===== config.mk =====
export PLATFORM = sky130hd
export DESIGN_NAME = uart_tx_fifo
export DESIGN_NICKNAME = d
export VERILOG_FILES = /design/src/rtl/uart_tx_fifo.sv
export SDC_FILE = /design/constraint.sdc
export NUM_CORES = 1
export LEC_CHECK = 0
export CORE_UTILIZATION = 45
export DETAILED_ROUTE_END_ITERATION = 7
export PLACE_DENSITY = 0.68
export SYNTH_ARGS = -nofsm -noshare
export SYNTH_HDL_FRONTEND = slang
export SYNTH_SLANG_ARGS = --single-unit

===== constraint.sdc =====
create_clock -name i_clk -period 2.5 [get_ports i_clk]
set_input_delay 0.5 -clock i_clk [delete_from_list [all_inputs] [get_ports i_clk]]
set_output_delay 0.5 -clock i_clk [all_outputs]
set_load 0.005 [all_outputs]

===== src/rtl/uart_tx_fifo.sv =====
// rtl/uart_tx_fifo.sv - byte FIFO that paces a UART transmitter through its start/busy handshake
// Write side pushes bytes; a small FSM pops one byte per frame whenever the transmitter is idle.
module uart_tx_fifo #(
  parameter int ADDR_WIDTH = 4,
  parameter int DATA_WIDTH = 8
) (
  input  logic                  i_clk,
  input  logic                  i_rst,
  input  logic                  i_wr_en,
  input  logic [DATA_WIDTH-1:0] i_wr_data,
  input  logic                  i_flush,
  input  logic                  i_clr_ovf,
  output logic                  o_full,
  output logic                  o_empty,
  output logic [ADDR_WIDTH:0]   o_count,
  output logic                  o_overflow,
  output logic                  o_tx_start,
  output logic [DATA_WIDTH-1:0] o_tx_data,
  input  logic                  i_tx_busy
);

  localparam int DEPTH = 2 ** ADDR_WIDTH;
  localparam logic [ADDR_WIDTH:0]   CNT_ONE   = (ADDR_WIDTH + 1)'(1);
  localparam logic [ADDR_WIDTH:0]   CNT_DEPTH = (ADDR_WIDTH + 1)'(DEPTH);
  localparam logic [ADDR_WIDTH-1:0] PTR_ONE   = ADDR_WIDTH'(1);

  typedef enum logic [1:0] {
    IDLE,
    START,
    WAIT_BUSY,
    WAIT_DONE
  } state_t;

  state_t                r_state;
  state_t                w_state_next;
  logic [DATA_WIDTH-1:0] r_mem [DEPTH];
  logic [ADDR_WIDTH-1:0] r_wr_ptr;
  logic [ADDR_WIDTH-1:0] r_rd_ptr;
  logic [ADDR_WIDTH:0]   r_count;
  logic [ADDR_WIDTH:0]   w_count_next;
  logic                  r_full;
  logic                  r_empty;
  logic                  r_overflow;
  logic                  r_tx_start;
  logic [DATA_WIDTH-1:0] r_tx_data;
  logic                  r_wait_cnt;
  logic                  w_wait_cnt_next;
  logic                  w_push;
  logic                  w_pop;
  logic                  w_start_next;

  assign w_push = i_wr_en & ~r_full;

  // A flush cycle suppresses the pop so a discarded byte is never started.
  always_comb begin
    w_state_next    = r_state;
    w_pop           = 1'b0;
    w_start_next    = 1'b0;
    w_wait_cnt_next = r_wait_cnt;
    case (r_state)
      IDLE: begin
        if (!r_empty && !i_tx_busy && !i_flush) begin
          w_pop        = 1'b1;
          w_start_next = 1'b1;
          w_state_next = START;
        end
      end
      START: begin
        w_wait_cnt_next = 1'b0;
        w_state_next    = WAIT_BUSY;
      end
      WAIT_BUSY: begin
        if (i_tx_busy) begin
          w_state_next = WAIT_DONE;
        end else if (r_wait_cnt) begin
          w_state_next = IDLE;
        end else begin
          w_wait_cnt_next = 1'b1;
        end
      end
      WAIT_DONE: begin
        if (!i_tx_busy) begin
          w_state_next = IDLE;
        end
      end
      default: w_state_next = IDLE;
    endcase
  end

  always_comb begin
    w_count_next = r_count;
    if (i_flush) begin
      w_count_next = '0;
    end else if (w_push && !w_pop) begin
      w_count_next = r_count + CNT_ONE;
    end else if (!w_push && w_pop) begin
      w_count_next = r_count - CNT_ONE;
    end
  end

  always_ff @(posedge i_clk) begin
    if (w_push && !i_flush) begin
      r_mem[r_wr_ptr] <= i_wr_data;
    end
  end

  always_ff @(posedge i_clk or posedge i_rst) begin
    if (i_rst) begin
      r_state    <= IDLE;
      r_wait_cnt <= 1'b0;
      r_wr_ptr   <= '0;
      r_rd_ptr   <= '0;
      r_count    <= '0;
      r_full     <= 1'b0;
      r_empty    <= 1'b1;
      r_overflow <= 1'b0;
      r_tx_start <= 1'b0;
      r_tx_data  <= '0;
    end else begin
      r_state    <= w_state_next;
      r_wait_cnt <= w_wait_cnt_next;
      r_count    <= w_count_next;
      r_full     <= (w_count_next == CNT_DEPTH);
      r_empty    <= (w_count_next == '0);
      if (i_flush) begin
        r_wr_ptr <= '0;
        r_rd_ptr <= '0;
      end else begin
        if (w_push) r_wr_ptr <= r_wr_ptr + PTR_ONE;
        if (w_pop)  r_rd_ptr <= r_rd_ptr + PTR_ONE;
      end
      // A rejected write outranks a same-cycle clear.
      if (i_wr_en && r_full) begin
        r_overflow <= 1'b1;
      end else if (i_clr_ovf) begin
        r_overflow <= 1'b0;
      end
      r_tx_start <= w_start_next;
      if (w_start_next) begin
        r_tx_data <= r_mem[r_rd_ptr];
      end
    end
  end

  assign o_full     = r_full;
  assign o_empty    = r_empty;
  assign o_count    = r_count;
  assign o_overflow = r_overflow;
  assign o_tx_start = r_tx_start;
  assign o_tx_data  = r_tx_data;

endmodule


==> results.cfg, run 1 <==
[placement]
place.gp.congestion = 0.837
placed_cell_area_um2 = 7100
dpl.cell_count = 613
port_buffers = 30
dpl.hpwl_um = 7650

[critical_path]
endpoint_kind = flop
worstReg2RegEnd = o_empty
ff2ff_path_depth = 5
cp_max_fo = 3
startpoint_type = input port
arrival_ns = 2.73
rrSetupSlack_ns = 0.18
setup.worst_path.start = i_tx_busy
rr_startpoint = r_state[1]
cp_data_required_time_ns = 2.83
critical_path_class = in2reg

[yosys]
syn_inst = 385
synth-adder-area-share_pct = 1.38
synth-edff-count = 128
synth-xor-area-share_pct = 1.10
synth_top_cell_area_share_pct = 60.5
yosys-top-cells-area = edfxtp_1 60%, dfrtp_1 11%, mux4_2 6.4%, mux2_2 3.9%, mux2i_1 2.4%
synth.largest_area_cell = edfxtp_1
ys.flop_type = edfxtp_1
synth-async-reset-ratio_pct = 17.9
yosysWarnings = 0
synth_area_per_cell_um2 = 16.5
synth_compound_area_share_pct = 5.29
syn-cell-area_um2 = 6360
seq_area_frac_synth_pct = 71.5
yosys.area_share.simple_pct = 6.24
synth_top_family_by_area = multiplexers
syn-num-nets = 406
synth_mux_area_share_pct = 12.9
ys_seq_elements = 156
synth.distinct_cells = 39

[clock_network]
clk_latency_ns = 0.42
clockBufferDepth = 2
numCtsBuffers = 17
htree_levels = 4
clockRootBuffer = clkbuf_16
cts_setup_buffers = 0
ctsResizeCount = 0
clkSinkCount = 156
cts_tree = built
cts.clk_slew.worst_paths_ns = 0.06
holdBufCountCts = 0

[cells_and_area]
num-fill-cells = 1066
stdcell_count = 645
n_antenna_cell = 0
final_nets = 473
drive_above_1_share_pct = 24.3
final_util_pct = 55.7
syn2layout_area_growth_pct = 21.2
fin_area_um2 = 7710

[routing]
post_drt_via_cell_ratio = 5.45
drt_wl_total_um = 12600
drc = 0
post_drt_wl_per_cell_um = 19.6
dr.pass1.iters = 4
num_vias = 3515
drt_iter0_drc = 365
antenna_left = 0

[outcome]
outcome = completed

[global_route]
grt_use_total_pct = 18.8
grt_max_degree = 50
grt_pass1_wl_um = 19500
gr-total-overflow = 0
grt_pass1_vias = 3469
antenna_found_initial = 0

[floorplanning]
dieHeight_um = 121
core.rowCount = 43
initial_core_util_pct = 46.0
core-area_um2 = 13800
io_pins = 31
die_w_um = 121
dieArea_um2 = 14600

[timing]
maxSlewViolCount = 0
fin_tns_setup_ns = 0
fin_crit_ns = 2.40
slew_headroom_pct = 59.8
clock_skew_ns = 0.00986
hold_viol_final = 0
holdWs_ns = 0.455
rsz0062_at_grt = no
setup_violations = 0
worstMarginPinSlew_ns = 0.602
period_share_pct = 95.8
fmax_ghz = 0.418

[power]
ir_drop_mv = 0.485
power_leakage_nw = 2.65
power.density_nw_per_um2 = 847

[run]
maxCapViolations = 0

[hold_path]
hp-class = in2async
## registers in the layout (all words and copies together), names as in the netlist
register,flops
o_full,1
r_rd_ptr,4
o_tx_data,8
r_wait_cnt,1
r_wr_ptr,4
o_count,5
r_mem,128
r_state,2
o_tx_start,1
o_overflow,1
o_empty,1
## cell type report
cell class	instances	area, um2	share of cell area [%]
clock buffer	23	498	6.46
tap	180	225	2.92
sequential	156	4550	59.0
timing repair buffer	64	581	7.53
inverter	10	37.5	0.487
clock inverter	9	110	1.43
multi-input combinational	203	1710	22.2
## synth_stat cells (4+ instances only)
| master | instances |
|---|---|
| edfxtp_1 | 128 |
| mux4_2 | 18 |
| nand4_1 | 5 |
| o22ai_1 | 8 |
| buf_2 | 4 |
| o21bai_1 | 7 |
| o21ai_0 | 11 |
| a221o_1 | 8 |
| nand2_1 | 16 |
| clkbuf_1 | 10 |
| mux2_2 | 22 |
| dfrtp_1 | 27 |
| nor3_1 | 11 |
| xor2_1 | 5 |
| inv_1 | 10 |
| a21oi_1 | 10 |
| nor2_1 | 37 |
| mux2i_1 | 15 |
| ha_1 | 7 |
## through the flow
| step | setup WS [ns] | total power [W] |
|---|---|---|
| final | 0.105 | 0.00653 |
| after global routing | 0.0692 | 0.00678 |
| after CTS | 0.115 | 0.00658 |
| after detailed placement | -0.325 | 0.00400 |
| after global placement | -0.287 | 0.00397 |
| after floorplan | 0.173 | 0.00358 |
## worst max-delay path, cell delays in order
cell and delay, ns:
clkdlybuf4s50_1 0.42, or4_4 0.50, or4_4 0.50, o32ai_2 0.26
mux2_4 0.34, a211oi_1 0.21
## where the power goes
| part | total (W) | switching [W] | internal, W |
|---|---|---|---|
| Combinational | 0.000890 | 0.000400 | 0.000490 |
| Sequential | 0.00305 | 0.0000994 | 0.00295 |
| Clock | 0.00258 | 0.000978 | 0.00160 |
## worst max-delay path by stage
stage          cells after the start  endpoint  slack [ns]
6_report                           6   o_empty        0.10
5_1_grt                            6   o_empty        0.07
4_1_cts                            6   o_empty        0.11
3_5_place_dp                       6   o_empty       -0.32
3_3_place_gp                       6   o_empty       -0.29
2_1_floorplan                      5   o_empty        0.17
## cells in the final DEF, fill, tap and decap left out, drive strengths merged, types with 3 or more instances in the layout
cell type,count
clkbuf,23
clkdlybuf4s50,30
nand2,16
edfxtp,128
clkinv,4
a221o,8
mux4,18
nor3,11
inv,11
nand4,5
nor2,37
a21oi,10
xnor2,3
xor2,5
buf,34
mux2,23
o22ai,8
o21ai,11
or4,3
o21bai,7
ha,7
dfrtp,27
mux2i,15
## routing by layer
| metal | GRT usage, % | wire (um) |
|---|---|---|
| met1 | 25.6 | 5620 |
| met2 | 29.4 | 6270 |
| met3 | 4.09 | 501 |
| met4 | 7.87 | 230 |
| met5 | 0 | 0 |
## kinds of logic after synthesis
family	Yosys count
buf+inv	26
mux	56
compound gates	49
simple gates	83
fa+ha+maj	7
xor+xnor	8
flops	156
(Power assumes the default switching activity.)
==> run 2, diff against run 1 <==
Settings changed: ABC_AREA from default to 1.
==> run 2 against run 1 <==
Non-clock buffer count shrank 8. Sequential share of layout area grew 0.22 points. Worst setup slack gained 0.44 ns. Critical path type is now reg2out. Critical path depth shrank 5. Final cell count grew 26%. Fmax grew 22%. Sequential power is essentially flat. Global-route usage grew 2.1 points. Clock power shrank 12%. Register-to-register slack gained 0.45 ns. Combinational power grew 13%. Synthesized cell count grew 50%.
==> results.cfg, run 2 <==
[clock_network]
cts.clk_slew.worst_paths_ns = 0.06
clockRootBuffer = clkbuf_16
clkSinkCount = 156
numCtsBuffers = 17
clk_latency_ns = 0.42
holdBufCountCts = 0
cts_setup_buffers = 0
htree_levels = 4
cts_tree = built
ctsResizeCount = 0
clockBufferDepth = 2

[power]
power_leakage_nw = 2.85
clkPwrFrac_pct = 35.8
power_frac_seq_pct = 48.3
power.density_nw_per_um2 = 830
switching_share_pct = 26.0
p_sw_w = 0.00166
ir_drop_mv = 0.490
p_int_w = 0.00472
pwr-share-comb_pct = 15.9

[cells_and_area]
n_antenna_cell = 0
regMostFlops = r_mem
final_common_cell = edfxtp_1
final_cell_mix = 128 x edfxtp_1, 117 x nor2_1, 73 x nand2_1
largest_reg_flops = 128
drive_above_1_share_pct = 10.3
syn2layout_area_growth_pct = 16.8
final_nets = 643

[yosys]
yosys.area_share.simple_pct = 15.4
syn-cell-area_um2 = 6580
syn_inst = 576
yosys-top-cells-area = edfxtp_1 58%, dfrtp_1 10%, nor2_1 6.7%, o21ai_0 4.4%, nand2_1 4.2%
synth-async-reset-ratio_pct = 17.9
synth.largest_area_cell = edfxtp_1
synth_mux_area_share_pct = 0
ys_seq_elements = 156
synth.distinct_cells = 30
ys.flop_type = edfxtp_1
synth_top_cell_area_share_pct = 58.4
yosysWarnings = 0
syn-num-nets = 597
synth-edff-count = 128
synth-xor-area-share_pct = 0.133
post-synth-top-count-cell = edfxtp_1
seq_area_frac_synth_pct = 69.1
synth-adder-area-share_pct = 1.33
synthTopCellsByCount = 128 x edfxtp_1, 117 x nor2_1, 73 x nand2_1
synth_area_per_cell_um2 = 11.4
synth_top_family_by_area = simple AND/OR/NAND/NOR gates
synth_compound_area_share_pct = 9.93

[floorplanning]
io_pins = 31
dieHeight_um = 123
core-area_um2 = 14100
dieArea_um2 = 15100
core.rowCount = 43
initial_core_util_pct = 46.7
die_w_um = 123

[routing]
antenna_left = 0
drt_iter0_drc = 346
dr.pass1.iters = 5
num_vias = 4387
drc = 0
post_drt_via_cell_ratio = 5.39
drt_wl_total_um = 14400
post_drt_wl_per_cell_um = 17.7

[timing]
holdWs_ns = 0.462
final.setup.worst_slack_ns = 0.541
period_share_pct = 78.4
fmax_ghz = 0.510
hold_viol_final = 0
rsz0062_at_grt = no
fin_tns_setup_ns = 0
maxSlewViolCount = 0
fin_crit_ns = 1.96
clock_skew_ns = 0.00632
worstMarginPinSlew_ns = 0.679
slew_headroom_pct = 54.6
setup_violations = 0

[global_route]
grt_use_total_pct = 21.0
grt_pass1_wl_um = 23100
grt_pass1_vias = 4285
grt_max_degree = 67
antenna_found_initial = 0
gr-total-overflow = 0

[run]
maxCapViolations = 0

[placement]
place.gp.congestion = 0.832
port_buffers = 30
dpl.hpwl_um = 9120
dp_slack_ns = 0.253

[critical_path]
cpPeakStageDelay_ns = 0.55
slowest_stage = dfstp_2
critical_path_class = reg2out
endpoint_kind = primary output
critPathTopFamily = flip-flops
crit_buf_inv = 1
startpoint_type = flop
cp_max_fo = 2
arrival_ns = 1.46
cp_data_required_time_ns = 2.00
cp_cell_sequence = clkdlybuf4s50_1

[outcome]
outcome = completed

[hold_path]
hp-class = in2async
## run 2: changes by cell type in the layout (fill, tap and decap cells not counted), moves of 13 or more
cell      change
mux4_2       -18
o21ai_0      +47
mux2_2       -22
inv_1        +14
mux2i_1      -15
nor2_1       +80
o211ai_1     +32
nand2_1      +57
nand3_1      +34
o21ai_1      +13
## run 2: cell families after synthesis
kind of cell	after synthesis
simple gates	241
flops	156
fa+ha+maj	7
xor+xnor	1
buf+inv	58
compound gates	113
## run 2: layer usage
metal / wire length (um) / vias to the layer above / track usage, %
met1: 6380 / 2115 / 28.7
met2: 6880 / 142 / 33.1
li1: - / 2110 / -
met5: 0 / - / 0
met3: 852 / 20 / 3.74
met4: 311 / 0 / 8.84
## run 2: cell type report
cell class,count,area (um2)
multi-input cells,362,1760
clock inverters,11,77.6
clock buffers,20,437
inverters,29,109
flip-flops and latches,156,4550
fillers,1198,6410
well taps,180,225
repair buffers,56,520
## run 2: worst paths after layout
kind	from	endpoint	slack, ns	depth (start not counted)
max in group asynchronous	i_rst	o_empty	1.72	3
hold / removal	i_rst	o_tx_start	0.46	3
setup reg to reg	r_rd_ptr[1]	o_tx_data[1]	0.63	7
hold reg to reg	o_tx_data[3]	o_tx_data[3]	0.50	2
setup / recovery	o_empty	o_empty	0.54	1
min in group i_clk	o_tx_data[3]	o_tx_data[3]	0.50	2
## run 2: metrics by stage
step | instances | power, W | instance area, um2 | util (%)
after floorplan | 576 | 0.00372 | 6580 | -
after CTS | 814 | 0.00641 | 7680 | 54.5
after detailed placement | 783 | 0.00415 | 7170 | 50.8
after global placement | 783 | 0.00412 | 7170 | 50.8
after global routing | 814 | 0.00666 | 7680 | 54.5
final | 814 | 0.00637 | 7680 | 54.5
## run 2: power groups by stage
stage	Sequential (W)	Combinational, W	Clock, W
after detailed placement	0.00313	0.00102	0
final	0.00308	0.00101	0.00228
after global routing	0.00310	0.00114	0.00242
after floorplan	0.00310	0.000617	0
after CTS	0.00308	0.00102	0.00231
after global placement	0.00313	0.000997	0
==> run 3, diff against run 2 <==
Clock period 2.5 ns to 1.6 ns, I/O delays scaled along.
==> run 3 against run 2 <==
First-iteration DRC count down 1.2%. Worst setup slack worse by 0.54 ns. Power up 67%. Critical path type is now reg2reg.
==> results.cfg, run 3 (synthesized netlist as in run 2, its figures left out) <==
[outcome]
outcome = completed

[routing]
top_layer = met4
wl_met2_um = 7880
drt-met1-wl_um = 6540
drt_iter0_drc = 342
wl_met3_um = 1090
antenna_left = 0
drc = 0
dr.pass1.iters = 5
post_drt_via_cell_ratio = 5.49
drt_wl_total_um = 16000
num_vias = 4674
post_drt_wl_per_cell_um = 18.7

[timing]
fmax_ghz = 0.626
clock_skew_ns = 0.00568
fin_crit_ns = 1.60
maxSlewViolCount = 0
fin_tns_setup_ns = 0
setup_violations = 0
period_share_pct = 99.8
rsz0062_at_grt = yes
worstMarginPinSlew_ns = 0.414
slew_headroom_pct = 72.4
holdWs_ns = 0.231
hold_viol_final = 0

[cells_and_area]
final_cell_mix = 128 x edfxtp_1, 112 x nor2_1, 66 x nand2_1
final_nets = 680
drive_above_1_share_pct = 20.2
final_util_pct = 58.6
n_antenna_cell = 0
fin_area_um2 = 8260
syn2layout_area_growth_pct = 25.6
regMostFlops = r_mem
stdcell_count = 852
largest_reg_flops = 128
final_common_cell = edfxtp_1

[critical_path]
critical_path_class = reg2reg
endpoint_kind = flop
crit_buf_inv = 2
path_common_cell = nand2_1
startpoint_type = flop
critPathTopFamily = flip-flops
crit_cells = 8
cpPeakStageDelay_ns = 0.47
ff2ff_path_depth = 8
cp_max_fo = 17
arrival_ns = 1.97
slowest_stage = dfrtp_2
cp_data_required_time_ns = 1.97
cp_cell_sequence = inv_4 -> buf_12 -> nor2_1 -> o211ai_1 -> nand3_1 -> nand2_1 -> nand2_1 -> nand2_1

[floorplanning]
io_pins = 31
dieHeight_um = 123
core.rowCount = 43
dieArea_um2 = 15100
initial_core_util_pct = 46.7
core-area_um2 = 14100
die_w_um = 123

[clock_network]
numCtsBuffers = 17
clockRootBuffer = clkbuf_16
htree_levels = 4
cts.clk_slew.worst_paths_ns = 0.06
clkSinkCount = 156
clk_latency_ns = 0.43
clockBufferDepth = 2
cts_tree = built

[power]
power.density_nw_per_um2 = 1290
ir_drop_mv = 0.722
power_leakage_nw = 3.18

[global_route]
antenna_found_initial = 0
gr-total-overflow = 0
grt_pass1_vias = 4574
grt_use_total_pct = 22.6
grt_max_degree = 41
grt_pass1_wl_um = 24400

[placement]
placed_cell_area_um2 = 7440
place.gp.congestion = 0.860
dpl.cell_count = 806
port_buffers = 30
dpl.hpwl_um = 10200

[run]
maxCapViolations = 0

[hold_path]
hp-class = in2async
-- run 3: final timing paths --
| kind | startpoint | end | slack [ns] |
|---|---|---|---|
| min in group i_clk | i_clr_ovf | o_overflow | 0.45 |
| worst min-delay path | i_rst | r_wait_cnt | 0.23 |
| worst max register to register | r_rd_ptr[0] | o_tx_data[2] | 0.003 |
| worst min register to register | o_tx_data[3] | o_tx_data[3] | 0.48 |
| max in group asynchronous | i_rst | o_empty | 1.14 |
| worst max-delay path | r_rd_ptr[0] | o_tx_data[2] | 0.003 |
-- run 3: per-stage QoR --
stage / total power [W] / worst slack (ns)
floorplan: 0.00581 / -0.0145
global placement: 0.00655 / -0.359
detailed placement: 0.00662 / -0.373
CTS: 0.0104 / -0.0450
global route: 0.0111 / -0.0901
finish: 0.0106 / 0.00262
-- run 3: what timing repair did --
| item | 4_1_cts | 5_1_grt |
|---|---|---|
| buffers inserted | 7 | 4 |
| gates resized for setup | 22 | 42 |
| cloned | 0 | 3 |
| hold buffers | 0 | 0 |
| endpoints found under the setup margin | 19 | 141 |
| pin swaps | 0 | 6 |
-- run 3: cell type report --
cell class / count / area [um2]
Timing Repair Buffer: 92 / 928
Inverter: 29 / 114
Sequential cell: 156 / 4550
Fill cell: 1118 / 5840
Tap cell: 180 / 225
Clock inverter: 15 / 149
Multi-Input combinational cell: 363 / 1870
Clock buffer: 17 / 425
-- run 3: metal layers --
layer	track usage, %	vias to the layer above
met5	0	-
met4	11.7	0
met3	6.09	32
met2	35.4	199
met1	29.0	2245
li1	-	2198
-- run 3: power breakdown --
| group | switching [W] | internal, W | total (W) |
|---|---|---|---|
| logic | 0.00114 | 0.000838 | 0.00198 |
| registers | 0.000148 | 0.00462 | 0.00477 |
| clock network | 0.00161 | 0.00228 | 0.00389 |
-- run 3: worst min-delay path: stages --
cell,delay (ns)
clkdlybuf4s50_1,0.40
inv_1,0.10
buf_12,0.20
